[config.mk]
export PLATFORM = sky130hd
export DESIGN_NAME = rule90_ca_flat
export DESIGN_NICKNAME = d
export VERILOG_FILES = /design/src/rtl/rule90_ca_if.sv /design/src/rtl/rule90_ca.sv /design/src/flat_wrapper.sv
export SDC_FILE = /design/constraint.sdc
export NUM_CORES = 1
export LEC_CHECK = 0
export CORE_AREA = 4 4 403 405
export CTS_CLUSTER_DIAMETER = 120
export DETAILED_ROUTE_END_ITERATION = 10
export DIE_AREA = 0 0 407 409
export HOLD_SLACK_MARGIN = 0.15
export PLACE_DENSITY = 0.47
export SYNTH_ARGS = -nofsm -noshare
export SYNTH_HDL_FRONTEND = slang
export SYNTH_SLANG_ARGS = --single-unit
[constraint.sdc]
create_clock -name clk -period 1.6 [get_ports clk]
set_input_delay 0.16 -clock clk [delete_from_list [all_inputs] [get_ports clk]]
set_output_delay 0.16 -clock clk [all_outputs]
set_load 0.01 [all_outputs]
[src/rtl/rule90_ca_if.sv]
// Parallel load/readout bundle for the Rule 90 automaton.
// The driver side owns load/data; the automaton side owns q.
interface rule90_ca_if #(
  parameter int WIDTH = 512
);
  logic             load;
  logic [WIDTH-1:0] data;
  logic [WIDTH-1:0] q;

  modport master (
    output load,
    output data,
    input  q
  );

  modport slave (
    input  load,
    input  data,
    output q
  );
endinterface

[src/rtl/rule90_ca.sv]
// WIDTH-cell Rule 90 cellular automaton: each edge every cell takes the XOR of
// its two neighbours, with constant-zero cells beyond both ends.
module rule90_ca #(
  parameter int WIDTH = 512
) (
  input  logic        clk,
  input  logic        rst_n,
  rule90_ca_if.slave  bus
);

  logic [WIDTH-1:0] r_q;
  logic [WIDTH-1:0] w_left;
  logic [WIDTH-1:0] w_right;
  logic [WIDTH-1:0] w_next;

  // Neighbour taps with explicit zero boundary terms; no wrap-around.
  genvar gi;
  generate
    for (gi = 0; gi < WIDTH; gi++) begin : g_cell
      if (gi == WIDTH - 1) begin : g_left_edge
        assign w_left[gi] = 1'b0;
      end else begin : g_left_tap
        assign w_left[gi] = r_q[gi+1];
      end

      if (gi == 0) begin : g_right_edge
        assign w_right[gi] = 1'b0;
      end else begin : g_right_tap
        assign w_right[gi] = r_q[gi-1];
      end

      // Load beats step; reset is applied in the register below.
      assign w_next[gi] = bus.load ? bus.data[gi] : (w_left[gi] ^ w_right[gi]);
    end
  endgenerate

  always_ff @(posedge clk) begin
    if (!rst_n) begin
      r_q <= '0;
    end else begin
      r_q <= w_next;
    end
  end

  assign bus.q = r_q;

endmodule

[src/flat_wrapper.sv]
// flat-port wrapper written by rule: the top's interface ports become plain ports
module rule90_ca_flat 
#(
  parameter int WIDTH = 512
)
  (clk, rst_n, bus_load, bus_data, bus_q);
  rule90_ca_if #(.WIDTH(WIDTH)) bus_i ();
  input  logic clk;
  input  logic rst_n;
  input wire logic [$bits(bus_i.load)-1:0] bus_load;
  input wire logic [$bits(bus_i.data)-1:0] bus_data;
  output wire logic [$bits(bus_i.q)-1:0] bus_q;
  assign bus_i.load = bus_load;
  assign bus_i.data = bus_data;
  assign bus_q = bus_i.q;
  rule90_ca #(.WIDTH(WIDTH)) u_core (.clk(clk), .rst_n(rst_n), .bus(bus_i));
endmodule
# == Word level (Yosys, flattened, before mapping) ==
# Index checks and enable logic that the tools add are counted.
# word_totals
ff_bits,512
memories,0
ramBits,0
in_bits,515
word_cells,1023
output_inout_bits,512
latchBits,0
romBits,0
# classes
bitwise_logic,510
eq_ne,0
mul,0
shift,0
n_reduce_logical,0
addsub,0
div_mod_pow,0
order_cmp,0
n_mux,512
# ops
operator,n
1-bit 2-to-1 mux,512
1-bit bitwise XOR,510

# == Depth between registers and ports, before layout ==
# Gate-level depths: netlist of run 1.
# depth
word_depth,2
ltp_mapped,5

# == Least setup slack after synthesis of run 1 ==
# OpenSTA, ideal clock, no wires.
# synth_timing
path_type,input -> register
start,input bus_load
end,register u_core.r_q[461] (netlist: u_core.bus.q[461])
required_ns,1.484
setup_time_ns,0.116
path_buffers,4
cell_stages,5
t_arrival_ns,0.929
slack_ns,0.555
path_cell_list,buf_4 > buf_6 > buf_6 > buf_2 > o211a_1
# synth_between
elab_chain_cells,1
# synth_lines
element,line_no,rtl
start: declaration,flat_wrapper.sv:10,input wire logic [$bits(bus_i.load)-1:0] bus_load;
1-bit 2-to-1 mux,rule90_ca.sv:33,assign w_next[gi] = bus.load ? bus.data[gi] : (w_left[gi] ^ w_right[gi]);
end signal: assignment,rule90_ca.sv:41,r_q <= w_next;
end: declaration,rule90_ca.sv:11,logic [WIDTH-1:0] r_q;
# Every way passes these cells.
# A chain may end at the register's enable or synchronous reset.

# == Final worst setup path of run 1 ==
# layout_timing
start,register u_core.r_q[393] (netlist: u_core.bus.q[393])
end,output bus_q[393]
# layout_lines
element,line_no,rtl
end: declaration,flat_wrapper.sv:12,output wire logic [$bits(bus_i.q)-1:0] bus_q;
# No word-level cell between the ends.

==> impl_results.md, run 1 <==
* Post-route antenna net violation count at 0
* Antenna violations before repair at 54
* Critical path origin: u_core.bus.q[393]
* Highest Clock Rate at 649 MHz
* Count of final setup violators at 0
* CP Buf/Inv Count at 1
* Kind of cell adding the most delay to the critical path: flip-flops
* #FFs+latches synth at 512
* Area leader, netlist: dfxtp_1
* Setup slack after layout at 59.2 ps
* Number of global-route vias before repair at 23500
* CP max-delay cell: dfxtp_1
* Share of the yosys chip area belonging to registers at 0.425
* Max-cap violations at 0
* Crit Path Category: reg2out
* Clock Sink Count at 512
* Final core occ at 0.271
* Leakage at 22.4 nW
* Core Box Area at 158000 sq um
* Non-filler cells, final at 5742
* Main area contributors after synthesis: dfxtp_1, o211a_1, xor2_1
* Worst VDD drop at 0.000690 V
* R2R Setup Slk at 130 ps
* Post-DP Area at 37500 sq um
* Mapped Nets at 2731
* Layout cells sized above 1 at 0.150
* Drt initial violations at 1182
* Critical Path Stages at 1
* # DRC at 0
* DR vias at 22100
* Die X-Extent at 407 um
* Final WL at 133000 um
* GRT Util Overall at 0.153
* Tightest Pin Transition at 747 ps
* Area grow syn2layout at 77.6%
* Relative slew slack at 0.500
* Unique masters post-synth at 11
* Design Power at 41.1 mW
* Total grt overflow at 0
* FF-to-FF path depth at 4
* Worst setup SP type: flip-flop
* # nets final at 4108
* Wire length per cell at 23.2 um
* Max Clock Skew at 15.1 ps
* Clock Latency Late Sink at 640 ps
* Largest register FFs at 512
* Mapped Area at 24100 sq um
* Starting density of the core at 0.152
* CTS max path bufs at 3
* Hold Path Class: in2reg
* CP endpoint kind: output pin
* Power per Cell Area at 958 nW/um^2
* Cells after Synth at 2216
* Die H at 409 um
* CP max stage delay at 440 ps
* Min cycle time layout at 1540 ps
* Site Rows at 146
* Worst path required time at 1440 ps
* Final Hold Viols at 0
* CP cell instances: clkdlybuf4s15_2
* DPL Wire Length at 105000 um
* Die Area at 166000 sq um
* Post-place setup slack at 119 ps
* R2r startpoint: u_core.bus.q[131]
* Root Driver: clkbuf_16
* Top-Level Pins at 1027
* RR Endpoint: u_core.bus.q[130]
* CTS clk-pin slew, worst paths at 60 ps
* Post-synth top area share at 0.425
* Min Hold Slack at 194 ps
* Pin count of the biggest net entering global routing at 101
* Final worst-path cycle share at 0.963
* CTS tree: done
* Num CTS Buffers at 70
* GP Congestion at 0.867
* Post-synthesis average cell area at 10.9 sq um
* First-pass GRT wire length at 182000 um
* Synthesis Warnings at 0
* Drt pass-1 iters at 5
* Placed Cells at 5289
* Status: finished clean
* Setup_tns at 0 ps
* Via density at 3.85
* Final std cell area, no fill at 42900 sq um
* Number of buffers inserted by port buffering at 1026
* CP max FO at 2
* Fin. max-slew vios at 0
* H-tree Lvls at 3
* WP data arrival at 1380 ps
* Setup crit end: bus_q[393]
[power by group]
group	leakage [nW]	internal (mW)	switching, mW	total (mW)
sequential	4.31	14.0	1.60	15.6
combinational	17.0	5.21	4.12	9.33
clock	1.13	9.59	6.52	16.1
[worst min path at each step]
stage / startpoint / end / slack [ps] / cells after the start
finish: bus_load / u_core.bus.q[488] / 190 / 4
global route: bus_data[395] / u_core.bus.q[395] / 170 / 3
CTS: bus_data[342] / u_core.bus.q[342] / 150 / 3
detailed placement: rst_n / u_core.bus.q[130] / 530 / 2
global placement: rst_n / u_core.bus.q[130] / 520 / 2
floorplan: bus_data[0] / u_core.bus.q[0] / 330 / 2
[what timing repair did]
item	in CTS	in global routing
gates resized for setup	1058	24
hold buffers	300	4
endpoints found under the setup margin	510	35
endpoints found under the hold margin	336	1
setup buffers	1	0
[cell families (layout without fill, tap and decap cells)]
logic type / Yosys count / in the layout / share of synthesized area
compound gates: 510 / 510 / 0.211
xor+xnor: 510 / 510 / 0.185
buf+inv: 170 / 1599 / 0.0370
flops: 512 / 512 / 0.425
mux: 2 / 2 / 0.000829
other cells: 0 / 25 / 0
simple gates: 512 / 512 / 0.141
[layer usage]
metal	routed length [um]	share of wire	GRT usage
met1	52600	0.39	0.173
met2	65700	0.49	0.265
met3	10000	0.075	0.0487
met4	4680	0.035	0.0583
met5	193	0.0014	0
[synth_stat cells]
master	count
o211a_1	510
clkbuf_1	94
dfxtp_1	512
buf_4	49
buf_6	6
or2b_1	164
nor2b_1	2
nand2b_1	346
buf_2	21
xor2_1	510
mux2i_1	2
[final cells by class]
class                           count  area, sq um
Clock buffer                      105         2060
Clock inverter                     19          274
Antenna cell                       25         62.6
Fill cell                       16900       116000
Timing Repair Buffer             1475        14500
Multi-Input combinational cell   1534        13000
Tap cell                         2072         2590
Sequential cell                   512        10400
[layout by cell type (no fill, tap or decap), types with 2 or more instances in the layout]
| cell | instances |
|---|---|
| clkbuf_1 | 20 |
| mux2i_1 | 2 |
| diode_2 | 25 |
| clkinv_2 | 6 |
| buf_2 | 15 |
| inv_6 | 3 |
| dfxtp_2 | 119 |
| clkdlybuf4s15_2 | 137 |
| xor2_1 | 510 |
| buf_4 | 124 |
| clkbuf_8 | 13 |
| dfxtp_4 | 9 |
| nor2b_1 | 2 |
| clkdlybuf4s50_1 | 512 |
| clkdlybuf4s15_1 | 88 |
| dlygate4sd3_1 | 303 |
| clkbuf_2 | 9 |
| clkinv_8 | 2 |
| o211a_1 | 510 |
| buf_8 | 2 |
| nand2b_1 | 346 |
| dfxtp_1 | 384 |
| clkbuf_16 | 72 |
| clkinvlp_4 | 2 |
| or2b_1 | 164 |
| buf_12 | 26 |
| bufinv_16 | 4 |
| dlygate4sd2_1 | 259 |
(Power assumes the default switching activity.)
==> run 2: changes to the inputs <==
--- a/config.mk
+++ b/config.mk
@@ -5,12 +5,14 @@
 export SDC_FILE = /design/constraint.sdc
 export NUM_CORES = 1
 export LEC_CHECK = 0
-export CORE_AREA = 4 4 403 405
+export CELL_PAD_IN_SITES_DETAIL_PLACEMENT = 1
+export CELL_PAD_IN_SITES_GLOBAL_PLACEMENT = 2
+export CORE_AREA = 4 4 400 402
 export CTS_CLUSTER_DIAMETER = 120
 export DETAILED_ROUTE_END_ITERATION = 10
-export DIE_AREA = 0 0 407 409
+export DIE_AREA = 0 0 404 406
 export HOLD_SLACK_MARGIN = 0.15
-export PLACE_DENSITY = 0.47
+export PLACE_DENSITY = 0.64
 export SYNTH_ARGS = -nofsm -noshare
 export SYNTH_HDL_FRONTEND = slang
 export SYNTH_SLANG_ARGS = --single-unit
==> run 2 against run 1 <==
Combinational power up 0.4%. Final cell count fell by 0.16%. Critical path depth increased by 5. Non-clock buffer count is 23 higher. Worst hold slack improved by 30 ps. Wire length fell by 1.6%. Clock power about the same. Largest cell class unchanged. Largest power group unchanged. Highest routed layer unchanged.
==> impl_results.md, run 2 (synthesis results as in run 1) <==
* Max-cap violations at 0 (unchanged)
* Site Rows at 145 (-0.68%)
* Worst VDD drop at 0.000616 V (-11%)
* Min Hold Slack at 224 ps (+29.8 ps)
* Max Clock Skew at 19.7 ps (+4.58 ps)
* # nets final at 4132 (+0.58%)
* Clock Sink Count at 512 (unchanged)
* CP cell instances: dlygate4sd3_1, buf_8, buf_16, buf_12, o211a_1, dlygate4sd3_1
* # DRC at 0 (unchanged)
* Via density at 3.86 (+0.37%)
* Drt pass-1 iters at 4 (-1)
* Drt initial violations at 1092 (-7.6%)
* Count of final setup violators at 0 (unchanged)
* Clock Latency Late Sink at 640 ps (about the same)
* Hold Path Class: in2reg
* Number of buffers inserted by port buffering at 1026 (unchanged)
* Die Area at 164000 sq um (-1.5%)
* Starting density of the core at 0.155 (+0.00230)
* CP max-delay cell: dlygate4sd3_1
* Global routing's busiest layer: met2
* Worst path required time at 2190 ps (+750 ps)
* Setup_tns at 0 ps (unchanged)
* Met3 Use GR at 0.0410 (-0.00773)
* Final std cell area, no fill at 42900 sq um (+0.14%)
* Post-DP Area at 37900 sq um (+1.0%)
* Status: finished clean
* Final Hold Viols at 0 (unchanged)
* Number of fill cells at 17800 (+4.9%)
* Commonest non-fill, non-tap cell in the layout: clkdlybuf4s50_1
* Area grow syn2layout at 77.8%
* CTS clk-pin slew, worst paths at 60 ps (about the same)
* Top-Level Pins at 1027 (unchanged)
* H-tree Lvls at 3 (unchanged)
* Worst setup SP type: input pin
* Die H at 406 um (-0.73%)
* Number of global-route vias before repair at 24200 (+3.1%)
* CTS max path bufs at 3 (unchanged)
* Setup slack after layout at 20.5 ps (-38.7 ps)
* Met2 usage at 0.273 (+0.00747)
* Most frequent cells in the layout: clkdlybuf4s50_1, o211a_1, xor2_1, nand2b_1, dfxtp_1
* Total grt overflow at 0 (unchanged)
* DR vias at 22100 (+0.21%)
* Design Power at 41.2 mW (+0.31%)
* Layout cells sized above 1 at 0.178 (+0.0287)
* WP data arrival at 2170 ps (+790 ps)
* CP endpoint kind: flip-flop
* GRT Util Overall at 0.152 (-0.000478)
* Final WL at 131000 um (-1.6%)
* First-pass GRT wire length at 182000 um (+0.12%)
* Largest register FFs at 512 (unchanged)
* Highest Clock Rate at 633 MHz (-2.4%)
* Most common cell on crit path: dlygate4sd3_1
* Post-route antenna net violation count at 0 (unchanged)
* Core Box Area at 156000 sq um (-1.5%)
* Die X-Extent at 404 um (-0.74%)
* DPL Wire Length at 105000 um (-0.26%)
* CTS tree: done
* Post-place setup slack at 106 ps (-13.0 ps)
* Leakage at 22.6 nW (+0.80%)
* Root Driver: clkbuf_16
* Met1 usage at 0.178 (+0.00492)
* Relative slew slack at 0.597 (+0.0963)
* Final worst-path cycle share at 0.987 (+0.0242)
* Antenna violations before repair at 25 (-54%)
* Tightest Pin Transition at 603 ps (-144 ps)
* Wire length per cell at 22.9 um (-1.4%)
* GP Congestion at 0.851 (-1.9%)
* Pin count of the biggest net entering global routing at 77 (-24%)
* Fin. max-slew vios at 0 (unchanged)
* Num CTS Buffers at 71 (+1.4%)
* Crit Path Category: in2reg
* Min cycle time layout at 1580 ps (+38.7 ps)
* CP max stage delay at 560 ps (+120 ps)
* Power per Cell Area at 960 nW/um^2 (+0.17%)
* CP max FO at 36 (+34)
## run 2: what timing repair did
| action | CTS | global route |
|---|---|---|
| setup endpoints to repair | 512 | 69 |
| gates cloned | 0 | 1 |
| hold buffers | 281 | 0 |
| endpoints found under the hold margin | 319 | 0 |
| buffers inserted | 2 | 0 |
| resized for setup | 1108 | 70 |
## run 2: layout make-up
class / count / area (sq um) / share of cell area
timing repair buffer: 1498 / 14500 / 0.338
multi-input combinational: 1534 / 13000 / 0.303
sequential: 512 / 10500 / 0.245
tap: 2058 / 2570 / 0.0600
clock buffer: 100 / 2060 / 0.0479
clock inverter: 20 / 258 / 0.00600
antenna: 11 / 27.5 / 0.000641
## run 2: path summary, 6_finish.rpt
path | slack, ps | end | start | cells past startpoint
setup / recovery | 20 | u_core.bus.q[180] | rst_n | 6
hold / removal | 220 | u_core.bus.q[274] | bus_data[274] | 3
hold reg to reg | 580 | u_core.bus.q[0] | u_core.bus.q[1] | 2
setup reg to reg | 220 | u_core.bus.q[180] | u_core.bus.q[179] | 3
## run 2: worst max-delay path: cells and delay by family
family | cells | cell delay [ps]
compound gates | 1 | 170
buf+inv | 5 | 1770
## run 2: stage by stage
stage               cells  utilization
floorplan            2216            -
global placement     5318        0.243
detailed placement   5318        0.243
CTS                  5721        0.275
global route         5728        0.275
finish               5733        0.275
## run 2: routing by layer
metal,vias to the layer above,share of wire
met5,-,0.0014
met1,10900,0.41
met4,24,0.025
met2,617,0.51
met3,184,0.056
li1,10500,-
## run 2: power by group
part	internal, mW	switching, mW	leakage (nW)	total [mW]
sequential	14.1	1.66	4.32	15.7
clock	9.61	6.50	1.14	16.1
combinational	5.24	4.14	17.1	9.37
total	28.9	12.3	22.6	41.2
